### config.mk
export PLATFORM = sky130hd
export DESIGN_NAME = trivium_ctrl
export DESIGN_NICKNAME = d
export VERILOG_FILES = /design/src/rtl/trivium_pkg.sv /design/src/rtl/trivium_out_reg.sv /design/src/rtl/trivium_ctrl.sv
export SDC_FILE = /design/constraint.sdc
export NUM_CORES = 1
export LEC_CHECK = 0
export CAP_MARGIN = 10
export CORE_AREA = 10 10 177 179
export CTS_CLUSTER_DIAMETER = 40
export CTS_CLUSTER_SIZE = 12
export DETAILED_ROUTE_END_ITERATION = 16
export DIE_AREA = 0 0 187 189
export PLACE_DENSITY = 0.65
export SYNTH_ARGS = -nofsm -noshare
export SYNTH_HDL_FRONTEND = slang
export SYNTH_HIERARCHICAL = 1
export SYNTH_SLANG_ARGS = --single-unit
export TNS_END_PERCENT = 30
### constraint.sdc
create_clock -name clk_i -period 2.92 [get_ports clk_i]
set_input_delay 0.438 -clock clk_i [delete_from_list [all_inputs] [get_ports clk_i]]
set_output_delay 0.438 -clock clk_i [all_outputs]
set_load 0.01 [all_outputs]
### src/rtl/trivium_pkg.sv
//------------------------------------------------------------------------------
// trivium_pkg : shared types and sizes for the Trivium sequencing controller
// Revision    : 1.0
//------------------------------------------------------------------------------
`default_nettype none

package trivium_pkg;

    localparam int unsigned TRIVIUM_KEY_W       = 80;
    localparam int unsigned TRIVIUM_IV_W        = 80;
    localparam int unsigned TRIVIUM_INIT_ROUNDS = 1152;

    typedef enum logic [2:0] {
        ST_IDLE      = 3'd0,
        ST_LOAD      = 3'd1,
        ST_WARMUP    = 3'd2,
        ST_RUN       = 3'd3,
        ST_EXHAUSTED = 3'd4
    } trivium_ctrl_state_t;

    // An all-zero key is the only key the controller refuses.
    function automatic logic key_is_valid(input logic [TRIVIUM_KEY_W-1:0] key);
        return |key;
    endfunction

endpackage

`default_nettype wire

### src/rtl/trivium_out_reg.sv
//------------------------------------------------------------------------------
// trivium_out_reg : single-entry valid/ready register for the ciphertext bit
// Revision        : 1.0
//------------------------------------------------------------------------------
`default_nettype none

module trivium_out_reg
    import trivium_pkg::*;
(
    input  logic clk_i,
    input  logic rst_ni,
    input  logic flush_i,
    input  logic load_i,
    input  logic data_i,
    input  logic dout_ready_i,
    output logic dout_o,
    output logic dout_valid_o
);

    logic dout_q, dout_d;
    logic valid_q, valid_d;

    // A flush (rekey) wins over a load; the pending bit is simply dropped.
    always_comb begin
        dout_d  = dout_q;
        valid_d = valid_q;
        if (flush_i) begin
            valid_d = 1'b0;
        end else if (load_i) begin
            dout_d  = data_i;
            valid_d = 1'b1;
        end else if (dout_ready_i) begin
            valid_d = 1'b0;
        end
    end

    always_ff @(posedge clk_i or negedge rst_ni) begin
        if (!rst_ni) begin
            dout_q  <= 1'b0;
            valid_q <= 1'b0;
        end else begin
            dout_q  <= dout_d;
            valid_q <= valid_d;
        end
    end

    assign dout_o       = dout_q;
    assign dout_valid_o = valid_q;

endmodule

`default_nettype wire

### src/rtl/trivium_ctrl.sv
//------------------------------------------------------------------------------
// trivium_ctrl : key load, 1152-round warm-up and keystream metering for Trivium
// Revision     : 1.0
//------------------------------------------------------------------------------
`default_nettype none

module trivium_ctrl
    import trivium_pkg::*;
#(
    parameter int unsigned         INIT_ROUNDS = TRIVIUM_INIT_ROUNDS,
    parameter int unsigned         CNT_W       = 64,
    parameter logic [CNT_W-1:0]    MAX_BITS    = '1
) (
    input  logic                     clk_i,
    input  logic                     rst_ni,
    input  logic [TRIVIUM_KEY_W-1:0] key_i,
    input  logic [TRIVIUM_IV_W-1:0]  iv_i,
    input  logic                     start_i,
    input  logic                     din_valid_i,
    input  logic                     din_i,
    output logic                     din_ready_o,
    output logic                     dout_valid_o,
    output logic                     dout_o,
    input  logic                     dout_ready_i,
    output logic                     core_load_o,
    output logic [TRIVIUM_KEY_W-1:0] core_key_o,
    output logic [TRIVIUM_IV_W-1:0]  core_iv_o,
    output logic                     core_step_o,
    input  logic                     core_z_i,
    output logic                     busy_o,
    output logic                     ready_o,
    output logic                     rekey_req_o,
    output logic                     err_o
);

    localparam int unsigned      RND_W    = (INIT_ROUNDS > 1) ? $clog2(INIT_ROUNDS) : 1;
    localparam logic [RND_W-1:0] RND_LAST = RND_W'(INIT_ROUNDS - 1);
    localparam logic [CNT_W-1:0] BIT_LAST = MAX_BITS - CNT_W'(1);

    trivium_ctrl_state_t state_q, state_d;

    logic [RND_W-1:0]         round_q, round_d;
    logic [CNT_W-1:0]         bit_cnt_q, bit_cnt_d;
    logic [TRIVIUM_KEY_W-1:0] key_q, key_d;
    logic [TRIVIUM_IV_W-1:0]  iv_q, iv_d;
    logic                     err_q, err_d;

    logic start_ok;
    logic start_rej;
    logic accept;

    assign start_ok  = start_i &&  key_is_valid(key_i);
    assign start_rej = start_i && !key_is_valid(key_i);

    // A start in the same cycle blocks data so the rekey never races an accept.
    assign din_ready_o = (state_q == ST_RUN) && !start_i && (!dout_valid_o || dout_ready_i);
    assign accept      = din_valid_i && din_ready_o;

    assign core_load_o = (state_q == ST_LOAD);
    assign core_step_o = (state_q == ST_WARMUP) || accept;
    assign busy_o      = (state_q == ST_LOAD) || (state_q == ST_WARMUP);
    assign ready_o     = (state_q == ST_RUN);
    assign rekey_req_o = (state_q == ST_EXHAUSTED);
    assign err_o       = err_q;
    assign core_key_o  = key_q;
    assign core_iv_o   = iv_q;

    always_comb begin
        state_d   = state_q;
        round_d   = round_q;
        bit_cnt_d = bit_cnt_q;
        key_d     = key_q;
        iv_d      = iv_q;
        err_d     = err_q;

        if (start_ok) begin
            state_d   = ST_LOAD;
            key_d     = key_i;
            iv_d      = iv_i;
            err_d     = 1'b0;
            round_d   = '0;
            bit_cnt_d = '0;
        end else begin
            if (start_rej) begin
                err_d = 1'b1;
            end
            case (state_q)
                ST_LOAD: begin
                    state_d = ST_WARMUP;
                    round_d = '0;
                end
                ST_WARMUP: begin
                    if (round_q == RND_LAST) begin
                        state_d = ST_RUN;
                    end else begin
                        round_d = round_q + 1'b1;
                    end
                end
                ST_RUN: begin
                    if (accept) begin
                        // Saturate rather than wrap; EXHAUSTED stops traffic first anyway.
                        if (bit_cnt_q != '1) begin
                            bit_cnt_d = bit_cnt_q + 1'b1;
                        end
                        if (bit_cnt_q == BIT_LAST) begin
                            state_d = ST_EXHAUSTED;
                        end
                    end
                end
                default: begin
                end
            endcase
        end
    end

    always_ff @(posedge clk_i or negedge rst_ni) begin
        if (!rst_ni) begin
            state_q   <= ST_IDLE;
            round_q   <= '0;
            bit_cnt_q <= '0;
            key_q     <= '0;
            iv_q      <= '0;
            err_q     <= 1'b0;
        end else begin
            state_q   <= state_d;
            round_q   <= round_d;
            bit_cnt_q <= bit_cnt_d;
            key_q     <= key_d;
            iv_q      <= iv_d;
            err_q     <= err_d;
        end
    end

    trivium_out_reg u_out_reg (
        .clk_i        (clk_i),
        .rst_ni       (rst_ni),
        .flush_i      (start_ok),
        .load_i       (accept),
        .data_i       (din_i ^ core_z_i),
        .dout_ready_i (dout_ready_i),
        .dout_o       (dout_o),
        .dout_valid_o (dout_valid_o)
    );

endmodule

`default_nettype wire

==> results.py, run 1 <==
metrics = {
    "critical_path": {
        "ff2ff_setup_slack_ps": 230,
        "cpLargestDelayFamily": "buffers and inverters",
        "start_kind": "flip-flop",
        "cp.arrival_ps": 2360,
        "timing.rr.start": "bit_cnt_q[40]$_DFFE_PN0P_",
        "cp_slowest_cell": "clkdlybuf4s50_1",
        "critical_path_class": "flip-flop to primary output",
        "reg2reg_depth": 7,
        "worstPathMaxFanout": 14,
        "path_cells": "nand3b_1 -> nor3_2 -> buf_6 -> nand2b_1 -> clkdlybuf4s50_1",
        "cp.required_ps": 2480,
        "cp_num_buf_inv": 2,
        "crit_path_end_kind": "primary output",
        "r2r-end": "bit_cnt_q[25]$_DFFE_PN0P_",
        "max_stage_delay_ps": 530,
    },
    "final_layout": {
        "nets": 1457,
        "syn2layout_area_growth_pct": 55.2,
        "final_cells": 1699,
        "final_cell_area_um2": 16600,
        "drive_above_1_share_pct": 26.2,
    },
    "hold_path": {
        "hp-class": "flip-flop to flip-flop",
        "hold_depth": 1,
        "hp-start": "core_iv_o[15]$_DFFE_PN0N_",
        "min_to": "core_iv_o[15]$_DFFE_PN0N_",
    },
    "clocking": {
        "clk_pin_slew_ps": 50,
        "clock_latency_ps": 520,
        "post-cts-setup-buffers": 0,
        "ctsHtreeMaxLevel": 2,
        "clock-sinks": 241,
        "clockRootBuffer": "clkbuf_16",
        "cts-buffers-inserted": 42,
        "clockBufferDepth": 3,
        "cts_tree": "done",
    },
    "logic_synthesis": {
        "dominantRegCellSynth": "dfrtp_1",
        "yosys.area.top_type": "dfrtp_1",
        "synth_cells": 868,
        "yosysTopAreaCellShare_pct": 56.5,
        "post-synth-top-count-cell": "dfrtp_1",
        "synth_area_leaders": "dfrtp_1 (56%), mux2_2 (17%), xnor2_1 (2.6%)",
        "ys_ff_latch": 241,
        "synth_common_cells": "dfrtp_1 (241), mux2_2 (160), nor2_1 (54)",
        "synth_edf_count": 0,
        "ys.warnings.count": 6,
        "synth.distinct_cells": 64,
        "mappedNetlistArea_um2": 10700,
        "synth_nets": 1038,
        "async_flop_share_pct": 100,
        "synth.avg_cell_area_um2": 12.3,
        "seq_area_frac_synth_pct": 56.5,
    },
    "global_route": {
        "grt_pass1_wl_um": 55000,
        "grt_pass1_vias": 9281,
        "grt_use_total_pct": 19.9,
        "grt_max_degree": 90,
        "grt_remaining_overflow": 0,
        "grt_antenna_before_repair": 3,
    },
    "power_and_ir_drop": {
        "p_leak_nw": 6.64,
        "clockPowerShare_pct": 49.4,
        "switching_share_pct": 24.4,
        "seqPwrFrac_pct": 36.4,
        "combPwrFrac_pct": 14.2,
        "p_int_mw": 7.70,
        "power.switching_mw": 2.49,
        "power_density_nw_per_um2": 614,
        "vdd_drop_max_uv": 436,
    },
    "floorplanning": {
        "dieArea_um2": 35300,
        "core_um2": 27600,
        "rows": 61,
        "die_y_um": 189,
        "die_w_um": 187,
        "ios": 336,
        "start_util_pct": 38.7,
    },
    "timing": {
        "worst_pin_slew_ps": 878,
        "setup_tns_ps": 0,
        "max_slew_margin_pct": 41.4,
        "rsz0062_at_grt": "false",
        "slew_violations": 0,
        "fin_crit_sh_pct": 96.0,
        "post-route-min-period_ps": 2800,
        "final.setup_skew_ps": 21.0,
        "setup_viol": 0,
        "fmax_mhz": 357,
        "hold_violations": 0,
    },
    "placed_design": {
        "placedCellCount": 1620,
        "hpwl_um": 27400,
        "place_area_um2": 15100,
        "gp_congestion": 0.855,
        "portBuffers": 335,
    },
    "route": {
        "viasPerCell": 5.05,
        "drtIter0Drc": 338,
        "drc_errors": 0,
        "vias": 8580,
        "dr.pass1.iters": 4,
        "wl_per_cell_um": 21.1,
        "routed_wl_um": 35800,
        "detail-route-antenna-nets": 0,
    },
    "run": {
        "maxCapViolCount": 0,
    },
    "run_status": {
        "status": "completed",
    },
}
==> flip-flops by register name (all words and copies together) (netlist names) <==
register                flops
core_iv_o                  80
core_key_o                 80
bit_cnt_q                  64
round_q                    11
state_q                     3
err_o                       1
u_out_reg/dout_o            1
u_out_reg/dout_valid_o      1
==> per-stage QoR <==
stage / setup slack [ps] / utilization, % / power [mW] / hold WS, ps
after floorplan: 370 / - / 4.19 / 142
after global placement: -565 / 54.6 / 5.20 / 478
after detailed placement: -562 / 54.6 / 5.21 / 486
after CTS: 46.2 / 59.9 / 10.3 / 503
after global routing: 1.78 / 60.0 / 10.6 / 512
final: 118 / 60.0 / 10.2 / 500
==> layout make-up <==
| cell class | count | area (um^2) |
|---|---|---|
| Timing Repair Buffer | 415 | 4120 |
| Sequential cell | 241 | 6030 |
| Multi-Input combinational cell | 572 | 4420 |
| Antenna cell | 3 | 7.51 |
| Clock buffer | 51 | 1170 |
| Tap cell | 378 | 473 |
| Clock inverter | 24 | 293 |
| Inverter | 15 | 56.3 |
| Fill cell | 2299 | 11100 |
==> timing repair <==
action / 4_1_cts / 5_1_grt
endpoints found under the setup margin: 20 / 119
gates resized for setup: 1 / 2
pin swaps: 0 / 0
hold buffers: 1 / 0
hold endpoints to repair: 84 / 0
==> kinds of logic (layout without fill, tap and decap cells) <==
| kind of cell | Yosys count | in the layout | synth area share (%) |
|---|---|---|---|
| flip-flops | 241 | 241 | 56.5 |
| AND/OR/NAND/NOR | 282 | 282 | 15.2 |
| buffers and inverters | 55 | 505 | 2.45 |
| AO/OA/AOI/OAI | 90 | 90 | 5.53 |
| multiplexers | 161 | 161 | 17.0 |
| adder cells (fa/ha/maj) | 3 | 3 | 0.351 |
| other | 0 | 3 | 0 |
| XOR/XNOR | 36 | 36 | 2.95 |
==> placed cells by master (no fill, tap or decap), drive strengths merged, types with 2 or more instances in the layout <==
cell and count:
a2111oi 3, a211oi 8, a21oi 32, and2 4, and3 5, and4 6
buf 80, bufinv 4, clkbuf 51, clkdlybuf4s50 334, clkinv 10, clkinvlp 4
dfrtp 241, diode 3, ha 3, inv 21, mux2 161, nand2 35
nand2b 4, nand3 37, nand3b 2, nand4 27, nor2 54, nor3 21
nor4 35, nor4b 6, o2111ai 2, o211ai 6, o21a 3, o21ai 17
o31ai 11, or2 3, or3 16, or4 18, xnor2 32, xor2 4
==> metal layers <==
layer	GRT usage (%)	share of wire (%)	wire length, um
met5	0	0	0
met3	9.32	10	3720
met2	35.3	52	18700
met4	5.58	1.4	496
met1	20.7	36	13000
==> power by group through the flow <==
| stage | Combinational [mW] | Clock [mW] | Sequential, mW |
|---|---|---|---|
| floorplan | 0.331 | 0 | 3.85 |
| global route | 1.54 | 5.28 | 3.74 |
| finish | 1.44 | 5.03 | 3.71 |
| detailed placement | 1.46 | 0 | 3.76 |
| CTS | 1.47 | 5.12 | 3.71 |
| global placement | 1.45 | 0 | 3.75 |
==> worst max path at each step <==
stage | from | end | slack, ps | depth (start not counted)
after floorplan | key_i[5] | u_out_reg/dout_o$_DFFE_PN0P_ | 370 | 9
after global placement | key_i[46] | core_key_o[19]$_DFFE_PN0N_ | -560 | 8
after detailed placement | key_i[46] | core_iv_o[79]$_DFFE_PN0N_ | -560 | 9
after CTS | state_q[2]$_DFFE_PN0P_ | core_step_o | 50 | 5
after global routing | state_q[2]$_DFFE_PN0P_ | core_step_o | 2 | 5
final | state_q[2]$_DFFE_PN0P_ | core_step_o | 120 | 5
Power figures use the tool's default switching activity.
==> run 2, diff against run 1 <==
Settings changed: SETUP_SLACK_MARGIN set to 0.3.
==> results.py, run 2 (synthesis results as in run 1) <==
metrics = {
    "timing": {
        "setup_viol": 0,
        "slew_violations": 0,
        "setup_tns_ps": 0,
        "fmax_mhz": 386,
        "final.setup_skew_ps": 24.3,
        "fin_crit_sh_pct": 88.7,
        "worst_pin_slew_ps": 714,
        "max_slew_margin_pct": 52.4,
        "rsz0062_at_grt": "true",
        "post-route-min-period_ps": 2590,
        "layout_setup_ws_ps": 330,
        "hold_violations": 0,
    },
    "power_and_ir_drop": {
        "power_density_nw_per_um2": 608,
        "vdd_drop_max_uv": 381,
        "p_leak_nw": 6.73,
    },
    "critical_path": {
        "cp.arrival_ps": 2990,
        "critical_path_class": "primary input to flip-flop",
        "start_kind": "primary input",
        "cp_slowest_cell": "or4_4",
        "path_cells": "clkdlybuf4s50_1 -> nor4_2 -> buf_4 -> nand4_1 -> or4_4 -> o21ai_4 -> buf_4 -> buf_4 -> buf_12 -> mux2_2",
        "reg2reg_depth": 6,
        "timing.rr.start": "bit_cnt_q[3]$_DFFE_PN0P_",
        "worstPathMaxFanout": 20,
        "r2r-end": "bit_cnt_q[51]$_DFFE_PN0P_",
        "startpoint": "key_i[50]",
        "worstSetupEndpoint": "core_key_o[2]$_DFFE_PN0N_",
        "cpMostUsedCell": "buf_4",
        "max_stage_delay_ps": 560,
        "ff2ff_setup_slack_ps": 440,
        "cp.required_ps": 3320,
        "crit_path_end_kind": "flip-flop",
    },
    "route": {
        "top_layer": "met4",
        "drc_errors": 0,
        "wl_per_cell_um": 21.2,
        "detail-route-antenna-nets": 0,
        "vias": 8646,
        "viasPerCell": 5.07,
        "drtIter0Drc": 357,
        "wl_met1_um": 13100,
        "dr_wl_met2_um": 18900,
        "routed_wl_um": 36200,
        "dr.pass1.iters": 5,
        "wl_met3_um": 3680,
    },
    "global_route": {
        "grt_remaining_overflow": 0,
        "grt_max_degree": 90,
        "grt_pass1_wl_um": 55200,
        "grt_pass1_vias": 9305,
        "grt_use_total_pct": 19.9,
        "grt_antenna_before_repair": 3,
    },
    "final_layout": {
        "syn2layout_area_growth_pct": 57.0,
        "final_common_cell": "clkdlybuf4s50_1",
        "layout_common_cells": "clkdlybuf4s50_1 (331), dfrtp_1 (241), mux2_2 (160)",
        "nets": 1463,
        "drive_above_1_share_pct": 27.2,
        "final_cells": 1704,
    },
    "floorplanning": {
        "ios": 336,
        "start_util_pct": 38.7,
        "die_y_um": 189,
        "die_w_um": 187,
        "dieArea_um2": 35300,
        "core_um2": 27600,
        "rows": 61,
    },
    "clocking": {
        "cts_tree": "done",
        "clk_pin_slew_ps": 60,
        "clock_latency_ps": 530,
        "cts-buffers-inserted": 42,
        "clock-sinks": 241,
        "clockRootBuffer": "clkbuf_16",
        "ctsHtreeMaxLevel": 2,
        "clockBufferDepth": 3,
    },
    "run_status": {
        "status": "completed",
    },
    "run": {
        "maxCapViolCount": 0,
    },
    "placed_design": {
        "gp_congestion": 0.855,
        "placedCellCount": 1620,
        "place_worst_setup_slack_ps": -562,
        "portBuffers": 335,
        "hpwl_um": 27400,
    },
    "hold_path": {
        "hp-class": "primary input to flip-flop",
    },
}
## run 2: cell types whose count changed in the layout (fill, tap and decap cells not counted), moves of 2 or more
cell,before,now
buf_6,1,3
clkbuf_16,42,44
clkdlybuf4s50_1,334,331
dlymetal6s2s_1,0,2
nor4_1,31,23
nor4_2,4,9
nor4_4,0,3
## run 2: layout make-up
class                      count  area [um^2]
antenna                        2         5.00
clock buffer                  51         1170
clock inverter                24          293
fill                        2269        10900
inverter                      15         58.8
multi-input combinational    572         4520
sequential                   241         6030
tap                          378          473
timing repair buffer         421         4210
## run 2: through the flow
step,hold WS [ps],utilization [%],power [mW],instance area (um^2)
final,224,60.7,10.2,16800
after global routing,216,60.7,10.6,16800
after CTS,362,60.2,10.3,16600
after detailed placement,486,54.6,5.21,15100
after global placement,478,54.6,5.20,15100
after floorplan,142,-,4.19,10700
## run 2: per-layer routing
layer  global-route usage (%)  vias to the layer above
met5                        0                        -
met4                     5.27                        0
met3                     9.32                       44
met2                     35.5                      250
met1                     20.7                     4297
li1                         -                     4055
## run 2: worst min path at each step
| stage | depth (start not counted) | start | end | slack [ps] |
|---|---|---|---|---|
| 2_1_floorplan | 0 | rst_ni | bit_cnt_q[0]$_DFFE_PN0P_ | 140 |
| 3_3_place_gp | 2 | err_o$_DFFE_PN0P_ | err_o$_DFFE_PN0P_ | 480 |
| 3_5_place_dp | 2 | err_o$_DFFE_PN0P_ | err_o$_DFFE_PN0P_ | 490 |
| 4_1_cts | 2 | key_i[57] | core_key_o[57]$_DFFE_PN0N_ | 360 |
| 5_1_grt | 2 | key_i[54] | core_key_o[54]$_DFFE_PN0N_ | 220 |
| 6_report | 2 | key_i[54] | core_key_o[54]$_DFFE_PN0N_ | 220 |
## run 2: power breakdown
part           switching (mW)  leakage (nW)  internal [mW]
clock network            1.77         0.712           3.25
logic                   0.588          3.02          0.879
registers               0.131          2.99           3.58
total                    2.49          6.73           7.71
## run 2: timing repair
item,in CTS,in global routing
gates resized for setup,10,15
hold endpoints to repair,84,0
pin swaps,3,8
buffers inserted,3,1
endpoints found under the setup margin,240,178
hold buffers,1,0
gates cloned,0,2
## run 2: critical path, delay by kind of cell
kind                   cells  cell delay, ps
AOI/OAI and AO/OA          1             150
buffers and inverters      5            1080
muxes                      1             340
and+or+nand+nor            3             980
